==> src/rtl/shift_seq_pkg.sv <==
// Shared definitions for the barrel-shifter control block: mode encodings and
// the default automatic step rate.
package shift_seq_pkg;

    typedef enum logic [1:0] {
        MODE_MANUAL   = 2'b00,
        MODE_SWEEP    = 2'b01,
        MODE_PINGPONG = 2'b10,
        MODE_STEP     = 2'b11
    } mode_t;

    localparam int DEFAULT_TICK_DIV = 50_000_000;

endpackage

==> src/rtl/btn_sync_edge.sv <==
// Two-flop synchronizer for a raw pushbutton followed by a rising-edge detector
// that emits a one-cycle pulse per press.
module btn_sync_edge (
    input  logic clk,
    input  logic rst,
    input  logic btn,
    output logic pulse
);

    logic sync1;
    logic sync2;
    logic prev;

    always_ff @(posedge clk or posedge rst) begin
        if (rst) begin
            sync1 <= 1'b0;
            sync2 <= 1'b0;
            prev  <= 1'b0;
        end else begin
            sync1 <= btn;
            sync2 <= sync1;
            prev  <= sync2;
        end
    end

    assign pulse = sync2 & ~prev;

endmodule

==> src/rtl/shift_sequencer.sv <==
// Configuration owner and amount sequencer for the 16-bit barrel shifter:
// manual hold, auto sweep, ping-pong and single-step on a button.
module shift_sequencer
    import shift_seq_pkg::*;
#(
    parameter int SIZE     = 16,
    parameter int AMT_W    = $clog2(SIZE),
    parameter int TICK_DIV = DEFAULT_TICK_DIV,
    parameter int DIV_W    = 26
) (
    input  logic             clk,
    input  logic             rst,
    input  logic             cfg_we,
    input  logic [1:0]       cfg_mode,
    input  logic             cfg_rotate,
    input  logic             cfg_left,
    input  logic [AMT_W-1:0] cfg_amt,
    input  logic [AMT_W-1:0] cfg_limit,
    input  logic             step_btn,
    input  logic             pause,
    output logic [AMT_W-1:0] howmany,
    output logic             RorS,
    output logic             LorR,
    output logic             tick,
    output logic [1:0]       mode
);

    mode_t            state;
    mode_t            state_next;
    logic [DIV_W-1:0] presc;
    logic [DIV_W-1:0] presc_next;
    logic [AMT_W-1:0] limit;
    logic [AMT_W-1:0] amt_next;
    logic             going_up;
    logic             dir_next;
    logic             tick_next;
    logic             step;
    logic             up_move;
    logic             timed;
    logic             btn_pulse;

    btn_sync_edge u_step_btn (
        .clk  (clk),
        .rst  (rst),
        .btn  (step_btn),
        .pulse(btn_pulse)
    );

    assign timed = (state == MODE_SWEEP) || (state == MODE_PINGPONG);

    always_comb begin
        state_next = state;
        presc_next = presc;
        amt_next   = howmany;
        dir_next   = going_up;
        tick_next  = 1'b0;
        step       = 1'b0;
        up_move    = 1'b0;

        if (!timed) begin
            presc_next = '0;
        end else if (!pause) begin
            if (presc == DIV_W'(TICK_DIV - 1)) begin
                presc_next = '0;
                step       = 1'b1;
            end else begin
                presc_next = presc + DIV_W'(1);
            end
        end

        if (state == MODE_STEP && !pause && btn_pulse) begin
            step = 1'b1;
        end

        if (step) begin
            tick_next = 1'b1;
            if (state == MODE_PINGPONG) begin
                // A start at the limit while heading up simply turns around.
                if (limit == '0) begin
                    amt_next = '0;
                end else begin
                    up_move  = going_up ? (howmany != limit) : (howmany == '0);
                    amt_next = up_move ? howmany + AMT_W'(1) : howmany - AMT_W'(1);
                    dir_next = up_move ? (amt_next != limit) : (amt_next == '0);
                end
            end else begin
                amt_next = (howmany == limit) ? '0 : howmany + AMT_W'(1);
            end
        end

        // Reconfiguration wins over any step due in the same cycle.
        if (cfg_we) begin
            state_next = mode_t'(cfg_mode);
            presc_next = '0;
            amt_next   = (cfg_amt > cfg_limit) ? cfg_limit : cfg_amt;
            dir_next   = 1'b1;
            tick_next  = 1'b0;
        end
    end

    always_ff @(posedge clk or posedge rst) begin
        if (rst) begin
            state    <= MODE_MANUAL;
            presc    <= '0;
            howmany  <= '0;
            going_up <= 1'b1;
            tick     <= 1'b0;
            limit    <= '1;
            RorS     <= 1'b0;
            LorR     <= 1'b0;
        end else begin
            state    <= state_next;
            presc    <= presc_next;
            howmany  <= amt_next;
            going_up <= dir_next;
            tick     <= tick_next;
            if (cfg_we) begin
                limit <= cfg_limit;
                RorS  <= cfg_rotate;
                LorR  <= cfg_left;
            end
        end
    end

    assign mode = state;

endmodule

==> config.mk <==
export PLATFORM = sky130hd
export DESIGN_NAME = shift_sequencer
export DESIGN_NICKNAME = d
export VERILOG_FILES = /design/src/rtl/shift_seq_pkg.sv /design/src/rtl/btn_sync_edge.sv /design/src/rtl/shift_sequencer.sv
export SDC_FILE = /design/constraint.sdc
export NUM_CORES = 1
export LEC_CHECK = 0
export ABC_CLOCK_PERIOD_IN_PS = 3300
export CAP_MARGIN = 15
export CELL_PAD_IN_SITES_DETAIL_PLACEMENT = 1
export CELL_PAD_IN_SITES_GLOBAL_PLACEMENT = 1
export CORE_UTILIZATION = 48
export CTS_BUF_LIST = sky130_fd_sc_hd__clkbuf_16
export CTS_CLUSTER_DIAMETER = 120
export CTS_CLUSTER_SIZE = 40
export DETAILED_ROUTE_END_ITERATION = 12
export GPL_ROUTABILITY_DRIVEN = 0
export PLACE_DENSITY_LB_ADDON = 0.1
export REMOVE_ABC_BUFFERS = 1
export SETUP_SLACK_MARGIN = 0.15
export SLEW_MARGIN = 20
export SYNTH_ARGS = -nofsm -noshare
export SYNTH_HDL_FRONTEND = slang
export SYNTH_SLANG_ARGS = --single-unit
==> constraint.sdc <==
create_clock -name clk -period 3.3 [get_ports clk]
set_input_delay 0.66 -clock clk [delete_from_list [all_inputs] [get_ports clk]]
set_output_delay 0.66 -clock clk [all_outputs]
set_load 0.05 [all_outputs]
### After elaboration in Yosys (flattened, before gate mapping)

Cells that the tools add are included.

| storage, ports and cells | value |
|---|---|
| output and inout bits | 9 |
| word-level logic and storage cells | 59 |
| input port bits | 17 |
| bits in registers | 43 |

| operators by class | value |
|---|---|
| bitwise operators | 2 |
| reductions and logical operators | 10 |
| equality and inequality tests | 9 |
| mux-type cells | 23 |
| add/sub/neg operators | 3 |
| order comparisons | 1 |

Operator list:

| kind | count |
|---|---|
| 2-to-1 mux 26 bit | 4 |
| 2-to-1 mux 4 bit | 7 |
| adder 26 x 1 -> 26 bit (second input constant) | 1 |
| == test 26 bit (second input constant) | 1 |
| zero test 4 bit | 3 |
| 2-to-1 mux 1 bit | 12 |
| inequality test 4 bit | 2 |
| adder 4 x 1 -> 4 bit (second input constant) | 1 |
| == test 2 bit (second input constant) | 2 |
| == test 4 bit | 1 |
| greater-than comparator 4 bit | 1 |
| nonzero test 2 bit | 2 |
| subtractor 4 x 1 -> 4 bit (second input constant) | 1 |
| inequality test 3 bit (second input constant) | 1 |
| AND reduction 3 bit | 1 |
| == test 2 x 1 -> 1 bit (second input constant) | 1 |
| logical AND 1 bit | 2 |
| inequality test 2 bit (second input constant) | 1 |
| AND 1 bit | 1 |
| zero test 1 bit | 1 |
| logical OR 1 bit | 1 |
| NOT 1 bit | 1 |

### Depth between registers and ports, before layout

Gate-level depths: netlist of run 1.

| logic depth | value |
|---|---|
| word-level depth | 9 |
| mapped depth | 9 |
| depth with buffers taken out | 8 |

### Cells and area by module

Synthesis of run 1 repeated with hierarchy kept, for this count alone.

| second synthesis, totals | value |
|---|---|
| cells, all modules | 292 |
| area, all modules | 2,772.7 µm² |

Modules (own cells, without submodules):

| module | seq. area each (µm²) | cells each | instances | area each (µm²) |
|---|---|---|---|---|
| shift_sequencer | 1,007.2 | 287 | 1 | 2,680.1 |
| btn_sync_edge | 75.1 | 5 | 1 | 92.6 |

### Least setup slack after synthesis of run 1

Ideal clock, no wire load.

| timing | value |
|---|---|
| path kind | register to register |
| start | register state[0] (netlist: mode[0]) |
| end | register presc[24] |
| clock period less this slack | 2,337 ps |
| setup time | 127 ps |
| stages on the path, launching flop included | 9 |
| arrival time | 2,209 ps |
| setup slack | 963 ps |
| data required time | 3,173 ps |
| buffers on the path | 0 |
| cell sequence | dfrtp_1 inv_1 ha_1 nor3b_2 or4b_4 nor3_4 nand2_1 xor2_1 nor2_1 |

| on the way | value |
|---|---|
| word-level cells in the longest chain between the ends | 4 |
| elaborated cells on any way between the ends | 6 |
| classes of those cells | eq/ne: 3; mux: 2; reduce/logical: 1 |

RTL lines:

| element | RTL line | text |
|---|---|---|
| start, declared | shift_sequencer.sv:28 | `mode_t state;` |
| start signal, assigned | shift_sequencer.sv:112 | `state <= state_next;` |
| == test 2 x 1 -> 1 bit or == test 2 bit (tied branches) | shift_sequencer.sv:49 | `assign timed = (state == MODE_SWEEP) \|\| (state == MODE_PINGPONG);` |
| logical OR 1 bit (*) | shift_sequencer.sv:49 |  |
| 2-to-1 mux 26 bit | shift_sequencer.sv:60 | `if (!timed) begin` |
| 2-to-1 mux 26 bit | shift_sequencer.sv:92 | `if (cfg_we) begin` |
| end signal, assigned | shift_sequencer.sv:113 | `presc <= presc_next;` |
| end, declared | shift_sequencer.sv:30 | `logic [DIV_W-1:0] presc;` |

Every way passes the cells marked *; elsewhere a longest branch is shown, timed or not.
A chain may end at the register's enable or synchronous reset.

### Final worst setup path of run 1

| timing | value |
|---|---|
| start | input port cfg_limit[1] |
| end | register howmany[3] |

| on the way | value |
|---|---|
| word-level cells in the longest chain between the ends | 3 |

RTL lines:

| element | RTL line | text |
|---|---|---|
| start, declared | shift_sequencer.sv:18 | `input logic [AMT_W-1:0] cfg_limit,` |
| greater-than comparator 4 bit | shift_sequencer.sv:95 | `amt_next = (cfg_amt > cfg_limit) ? cfg_limit : cfg_amt;` |
| 2-to-1 mux 4 bit | shift_sequencer.sv:95 |  |
| 2-to-1 mux 4 bit | shift_sequencer.sv:92 |  |
| end signal, assigned | shift_sequencer.sv:114 | `howmany <= amt_next;` |
| end, declared | shift_sequencer.sv:21 | `output logic [AMT_W-1:0] howmany,` |

Every way passes these cells.

==> qor_table.md, run 1 <==
| Parameter | Value |
|:---|:---|
| Area taken by multi-input logic gates | 1428 sq um |
| Mean instance size in the synthesized netlist | 9.957 sq um |
| Most common cell after layout, fill and taps aside | sky130_fd_sc_hd__dfrtp_1 |
| CP Cell Sequence | clkdlybuf4s50_1 -> inv_1 -> ha_1 -> nor2b_1 -> o21a_1 -> o21a_1 -> o21ai_1 -> mux2_2 -> o311ai_2 |
| Antenna violation net count after detailed routing | 0 |
| Clock tree root driver cell | sky130_fd_sc_hd__clkbuf_16 |
| Number of top-level design ports | 26 |
| Most used flip-flop cell after synthesis | sky130_fd_sc_hd__dfrtp_1 |
| Post-route setup slack | 659.7 ps |
| WL per Instance | 17.67 um |
| Starting Density | 50.63% |
| Area grow syn2layout | 18.82% |
| Final #Nets | 316 |
| Pre-CTS WS | 380.0 ps |
| Switching power share of the total | 27.65% |
| Layout cell share with drive strength beyond 1 | 13.75% |
| Die Ht | 75.87 um |
| Post-Route Hold Slack | 367.4 ps |
| Port bufs | 25 |
| Number of pins with negative max-slew slack in the final report | 0 |
| FP Rows | 26 |
| Horizontal die dimension | 75.87 um |
| Detailed-route vias per instance | 5.823 |
| Endpoint type of the worst setup path | register |
| Sum of net half-perimeters after detailed placement | 4683 um |
| Final setup fails | 0 |
| Number of non-filler instances in the completed layout | 361 |
| Standby leakage power | 1.275 nW |
| Hold-critical path depth | 0 |
| Number of buffers created by CTS | 5 |
| Critical-path cell with the highest stage delay | sky130_fd_sc_hd__clkdlybuf4s50_1 |
| Clock slew at the register clock pins of the worst setup and hold paths | 60 ps |
| Peak fanout along the critical path | 4 |
| H-tree levels | 2 |
| Maxcap violations | 0 |
| Resize count post-CTS | 0 |
| Setup total negative slack | 0 ps |
| Data arrival time of the critical path | 2820 ps |
| Quantity of hold-fixing buffers added after cts | 0 |
| Share of synthesized area occupied by flip-flops and latches | 41.33% |
| Number of antenna violations at the first check in global routing | 0 |
| Delay of the slowest cell on the worst path | 490 ps |
| Relative contribution of the clock network to total power | 41.3% |
| Minimum clock period after layout | 2640 ps |
| Portion of total power attributed to sequential cells | 38.7% |
| Final core utilization | 60.16% |
| Unrepaired setup endpoints after global routing | false |
| Pin count of the biggest net entering global routing | 30 |
| Iteration-0 DRC Markers | 125 |
| Area taken by flip-flops and latches | 1082 sq um |
| Fraction of synthesized cell area taken by the top area cell type | 36.31% |
| Worst Hold Launch | u_step_btn.sync1$_DFF_PP0_ |
| Core footprint | 5172 sq um |
| Count of cells along the worst register-to-register path | 6 |
| Routed WL | 6380 um |
| Wire length of the first global-routing pass | 10340 um |
| Cell count after synthesis | 263 |
| Combinational fraction of design power | 20.0% |
| Instance count after placement with tap cells included | 353 |
| Cell with the most instances on the worst path | sky130_fd_sc_hd__o21a_1 |
| Total of fill cells in the finished design | 583 |
| Number of sinks handled by clock tree synthesis | 43 |
| Total of warnings raised by yosys | 0 |
| Async SR Flop Fraction | 100.0% |
| Outcome | completed |
| Clock insertion delay at the later pin of the skew report | 280 ps |
| Portion of the clock cycle consumed by the worst path in the final layout | 80.01% |
| Commonest non-fill, non-tap cells in the layout | 38 x sky130_fd_sc_hd__dfrtp_1, 32 x sky130_fd_sc_hd__nor2_1, 25 x sky130_fd_sc_hd__clkdlybuf4s50_1 |
| Post-CTS setup repair buffer count | 0 |
| Clock tree from TritonCTS | built |
| Leading cell types by total area after synthesis | sky130_fd_sc_hd__dfrtp_1 36%, sky130_fd_sc_hd__xor2_1 6.0%, sky130_fd_sc_hd__dfstp_2 5.0%, sky130_fd_sc_hd__nor2_1 4.6%, sky130_fd_sc_hd__ha_1 4.3% |
| Maximum operating frequency | 0.3787 GHz |
| Slew headroom | 47.03% |
| Final Hold Vio Count | 0 |
| Clock Path Buffers | 2 |
| Global Route Usage Sum | 24.52% |
| Number of register bits inferred by synthesis | 43 |
| Number of detailed-route iterations in the first pass | 4 |
| Maximum ir drop on the vdd rail | 294.5 uV |
| Die Footprint | 5756 sq um |
| N_diodes | 0 |
| Setup Crit Path Kind | input port to register |
| Start point of the critical path | cfg_limit[1] |
| Post-synthesis cell area | 2619 sq um |
| Distinct cells, synth | 54 |
| Power Internal | 1.102 mW |
| Grt total ovfl | 0 |
| Worst hold path type | register to register |
| Origin of the critical flop-to-flop path | presc[0]$_DFFE_PP0P_ |
| Number of enable-type register cells in the synthesized netlist | 0 |
| Number of global-route vias before repair | 2074 |
| Req. time, crit path | 3480 ps |
| Most area-hungry cell type in the Yosys netlist | sky130_fd_sc_hd__dfrtp_1 |
| Drt drc | 0 |
| Via count | 2102 |
| Critical path startpoint category | input port |
| Worst Skew | 7.157 ps |
| Power per cell area | 489.6 nW/um^2 |
| Net Sw Power | 0.4213 mW |
| Transition time at the pin with the least slew margin | 789.3 ps |
## synthesized netlist by cell type, types with 7 or more instances
cell / number
sky130_fd_sc_hd__dfrtp_1: 38
sky130_fd_sc_hd__o21ai_0: 9
sky130_fd_sc_hd__xor2_1: 18
sky130_fd_sc_hd__nand2_1: 17
sky130_fd_sc_hd__nand3_1: 14
sky130_fd_sc_hd__nor2_1: 32
sky130_fd_sc_hd__inv_1: 14
sky130_fd_sc_hd__ha_1: 9
sky130_fd_sc_hd__nand4_1: 10
sky130_fd_sc_hd__nor3_1: 7
sky130_fd_sc_hd__mux2_2: 8
sky130_fd_sc_hd__xnor2_1: 9
## logic make-up after synthesis
group | synth area share [%]
fa+ha+maj | 4.300
compound gates | 12.71
simple gates | 22.89
mux | 4.969
flops | 41.33
xor+xnor | 9.652
buf+inv | 4.157
## power groups by stage
stage / registers [mW] / logic [mW] / clock network [mW]
2_1_floorplan: 0.634 / 0.162 / 0
3_3_place_gp: 0.597 / 0.296 / 0
3_5_place_dp: 0.598 / 0.304 / 0
4_1_cts: 0.589 / 0.307 / 0.638
5_1_grt: 0.593 / 0.330 / 0.657
6_report: 0.590 / 0.305 / 0.629
## state kept, by name (all words and copies together), names as in the netlist
signal	count
presc	26
u_step_btn.sync1	1
mode	2
LorR	1
howmany	4
tick	1
u_step_btn.sync2	1
RorS	1
going_up	1
limit	4
u_step_btn.prev	1
## through the flow
| stage | cell area [sq um] | total power, mW |
|---|---|---|
| floorplan | 2562 | 0.7954 |
| global placement | 2923 | 0.8929 |
| detailed placement | 2923 | 0.9021 |
| CTS | 3112 | 1.534 |
| global route | 3112 | 1.580 |
| finish | 3112 | 1.523 |
## path summary, 6_finish.rpt
kind | end | slack (ps)
worst max-delay path | howmany[3]$_DFFE_PP0P_ | 660
worst min-delay path | u_step_btn.sync2$_DFF_PP0_ | 370
worst max register to register | presc[22]$_DFFE_PP0P_ | 800
worst min register to register | u_step_btn.sync2$_DFF_PP0_ | 370
max in group asynchronous | limit[1]$_DFFE_PP1P_ | 1870
min in group asynchronous | presc[16]$_DFFE_PP0P_ | 680
## layer usage
metal / vias up / routed length (um) / global-route usage [%]
met3: 10 / 190 / 4.233
met1: 1047 / 3005 / 34.79
met2: 42 / 3058 / 38.25
li1: 1003 / - / -
met4: 0 / 125 / 7.613
met5: - / 0 / 0
## layout make-up
cell class                 instances  share of cell area [%]
multi-input combinational        198                   45.88
sequential                        43                   34.78
timing repair buffer              28                   8.766
clock buffer                       5                   4.021
tap                               70                   2.815
clock inverter                     3                   2.051
inverter                          14                   1.689
## critical path, delay by kind of cell
family                     cells  cell delay [ps]
and+or+nand+nor                1              150
buffers and inverters          2              540
adders and majority gates      1              280
AOI/OAI and AO/OA              4              790
muxes                          1              400
Power figures use the tool's default switching activity.
==> run 2: changes to the inputs <==
Settings changed: ABC_CLOCK_PERIOD_IN_PS 3300 to 2550, CORE_UTILIZATION 48 to 45.
Clock period 3.3 ns to 2.55 ns, I/O delays scaled along.
==> run 2 against run 1 <==
Clock skew down 1.4 ps. Clock-buffer cell count stayed put. Sequential power up 28%. Largest cell class unchanged. Highest routed layer unchanged.
==> qor_table.md, run 2 (synthesis gave the netlist of run 1 again) <==
| Parameter | Value |
|:---|:---|
| Outcome | completed |
| Endpoint type of the worst setup path | register |
| Setup Crit Path Kind | input port to register |
| Port bufs | 25 |
| N_diodes | 0 |
| Drt drc | 0 |
| Capturing point of the worst reg2reg path | howmany[3]$_DFFE_PP0P_ |
| Register-to-register setup slack | 310 ps |
| CP Cell Sequence | clkdlybuf4s50_1 -> inv_1 -> ha_1 -> nor2b_1 -> o21a_1 -> o21a_1 -> o21ai_2 -> buf_4 -> mux2_2 -> o311ai_2 |
| Critical-path cell with the highest stage delay | sky130_fd_sc_hd__clkdlybuf4s50_1 |
| Routed WL | 6452 um |
| Clock Path Buffers | 2 |
| Data arrival time of the critical path | 2490 ps |
| Area grow syn2layout | 20.97% |
| Cell family with most CP delay | buffers and inverters |
| Iteration-0 DRC Markers | 143 |
| Post-route setup slack | 254.7 ps |
| Total length of routed met2 wires | 3086 um |
| Origin of the critical flop-to-flop path | presc[0]$_DFFE_PP0P_ |
| Unrepaired setup endpoints after global routing | true |
| Total of fill cells in the finished design | 630 |
| Delay of the slowest cell on the worst path | 480 ps |
| Number of pins with negative max-slew slack in the final report | 0 |
| Sum of net half-perimeters after detailed placement | 4570 um |
| Maximum ir drop on the vdd rail | 287.5 uV |
| Relative contribution of the clock network to total power | 41.0% |
| Pre-CTS WS | -51.64 ps |
| Number of detailed-route iterations in the first pass | 4 |
| Portion of total power attributed to sequential cells | 37.8% |
| WL per Instance | 17.53 um |
| Wire length of the first global-routing pass | 11120 um |
| Minimum clock period after layout | 2295 ps |
| Die Footprint | 6129 sq um |
| Flip-flop count of the largest register after layout | 26 |
| Highest metal layer with signal wires | met4 |
| H-tree levels | 2 |
| Number of global-route vias before repair | 2190 |
| Die Ht | 78.29 um |
| Final core utilization | 56.84% |
| Critical path startpoint category | input port |
| Clock tree root driver cell | sky130_fd_sc_hd__clkbuf_16 |
| Final setup fails | 0 |
| Starting Density | 46.98% |
| Hold Crit Endpoint | u_step_btn.sync2$_DFF_PP0_ |
| Worst hold path type | register to register |
| Via count | 2118 |
| Antenna violation net count after detailed routing | 0 |
| Grt total ovfl | 0 |
| Commonest non-fill, non-tap cells in the layout | 38 x sky130_fd_sc_hd__dfrtp_1, 32 x sky130_fd_sc_hd__nor2_1, 25 x sky130_fd_sc_hd__clkdlybuf4s50_1 |
| Detailed-route vias per instance | 5.755 |
| Net Sw Power | 0.5550 mW |
| Most common cell after layout, fill and taps aside | sky130_fd_sc_hd__dfrtp_1 |
| Combinational fraction of design power | 21.2% |
| Final Hold Vio Count | 0 |
| Quantity of hold-fixing buffers added after cts | 0 |
| Req. time, crit path | 2740 ps |
| Metal1 wirelength | 3169 um |
| Number of sinks handled by clock tree synthesis | 43 |
| Slew headroom | 54.05% |
| Switching power share of the total | 27.82% |
| Area taken by flip-flops and latches | 1082 sq um |
| Clock slew at the register clock pins of the worst setup and hold paths | 60 ps |
| Count of cells along the worst register-to-register path | 6 |
| Number of top-level design ports | 26 |
| Core footprint | 5574 sq um |
| Power Internal | 1.440 mW |
| Clock tree from TritonCTS | built |
| Worst Skew | 5.796 ps |
| Standby leakage power | 1.303 nW |
| Maxcap violations | 0 |
| Registers with the most flip-flops | presc: 26 flops, howmany: 4 flops, limit: 4 flops |
| Final #Nets | 321 |
| Transition time at the pin with the least slew margin | 681.8 ps |
| Layout cell share with drive strength beyond 1 | 16.22% |
| Hold-critical path depth | 0 |
| FP Rows | 27 |
| Cell with the most instances on the worst path | sky130_fd_sc_hd__o21a_1 |
| Portion of the clock cycle consumed by the worst path in the final layout | 90.01% |
| Top reg by flops | presc |
| Power per cell area | 629.6 nW/um^2 |
| Number of antenna violations at the first check in global routing | 0 |
| Number of buffers created by CTS | 5 |
| Global Route Usage Sum | 23.38% |
| Clock insertion delay at the later pin of the skew report | 280 ps |
| WP buf/inv | 3 |
| DR WL met3 | 135 um |
| Worst Hold Launch | u_step_btn.sync1$_DFF_PP0_ |
| Post-CTS setup repair buffer count | 0 |
| Horizontal die dimension | 78.29 um |
| Peak fanout along the critical path | 4 |
| Maximum operating frequency | 0.4357 GHz |
| Pin count of the biggest net entering global routing | 44 |
| Area taken by multi-input logic gates | 1444 sq um |
[run 2: changes by cell type in the layout (fill, tap and decap cells not counted), sizes merged]
cell / delta
buf: +5
[run 2: repair_timing]
item / CTS / global route
hold endpoints to repair: 0 / 0
cloned: 0 / 0
resized for setup: 1 / 3
setup endpoints to repair: 4 / 6
[run 2: how the worst max path moves through the flow]
stage,startpoint,endpoint,cells after the start
floorplan,mode[0]$_DFFE_PP0P_,presc[24]$_DFFE_PP0P_,8
global placement,cfg_limit[1],howmany[3]$_DFFE_PP0P_,10
detailed placement,cfg_limit[1],howmany[3]$_DFFE_PP0P_,10
CTS,cfg_limit[1],howmany[3]$_DFFE_PP0P_,10
global route,presc[7]$_DFFE_PP0P_,presc[17]$_DFFE_PP0P_,5
finish,cfg_limit[1],howmany[3]$_DFFE_PP0P_,10
[run 2: layer usage]
metal	track usage (%)	up-vias
met5	0	-
met2	37.63	30
li1	-	1005
met1	32.77	1078
met4	6.667	0
met3	3.256	5
[run 2: power groups by stage]
stage / registers, mW / logic [mW] / clock network, mW
2_1_floorplan: 0.820 / 0.210 / 0
3_3_place_gp: 0.763 / 0.409 / 0
3_5_place_dp: 0.765 / 0.417 / 0
4_1_cts: 0.754 / 0.421 / 0.834
5_1_grt: 0.759 / 0.459 / 0.856
6_report: 0.755 / 0.422 / 0.818
[run 2: layout make-up]
type / instances / share of cell area [%]
Clock buffer: 5 / 3.949
Tap cell: 72 / 2.844
Inverter: 14 / 1.659
Multi-Input combinational cell: 198 / 45.58
Sequential cell: 43 / 34.16
Clock inverter: 3 / 2.014
Timing Repair Buffer: 33 / 9.795
[run 2: stage by stage]
| step | hold WS, ps | TNS (ps) | cell area [sq um] | power [mW] | std cells |
|---|---|---|---|---|---|
| 2_1_floorplan | 331.2 | 0 | 2562 | 1.029 | 255 |
| 3_3_place_gp | 336.9 | 0 | 2963 | 1.172 | 360 |
| 3_5_place_dp | 343.4 | -81.44 | 2963 | 1.181 | 360 |
| 4_1_cts | 357.3 | 0 | 3156 | 2.009 | 368 |
| 5_1_grt | 376.3 | 0 | 3168 | 2.074 | 368 |
| 6_report | 355.0 | 0 | 3168 | 1.995 | 368 |
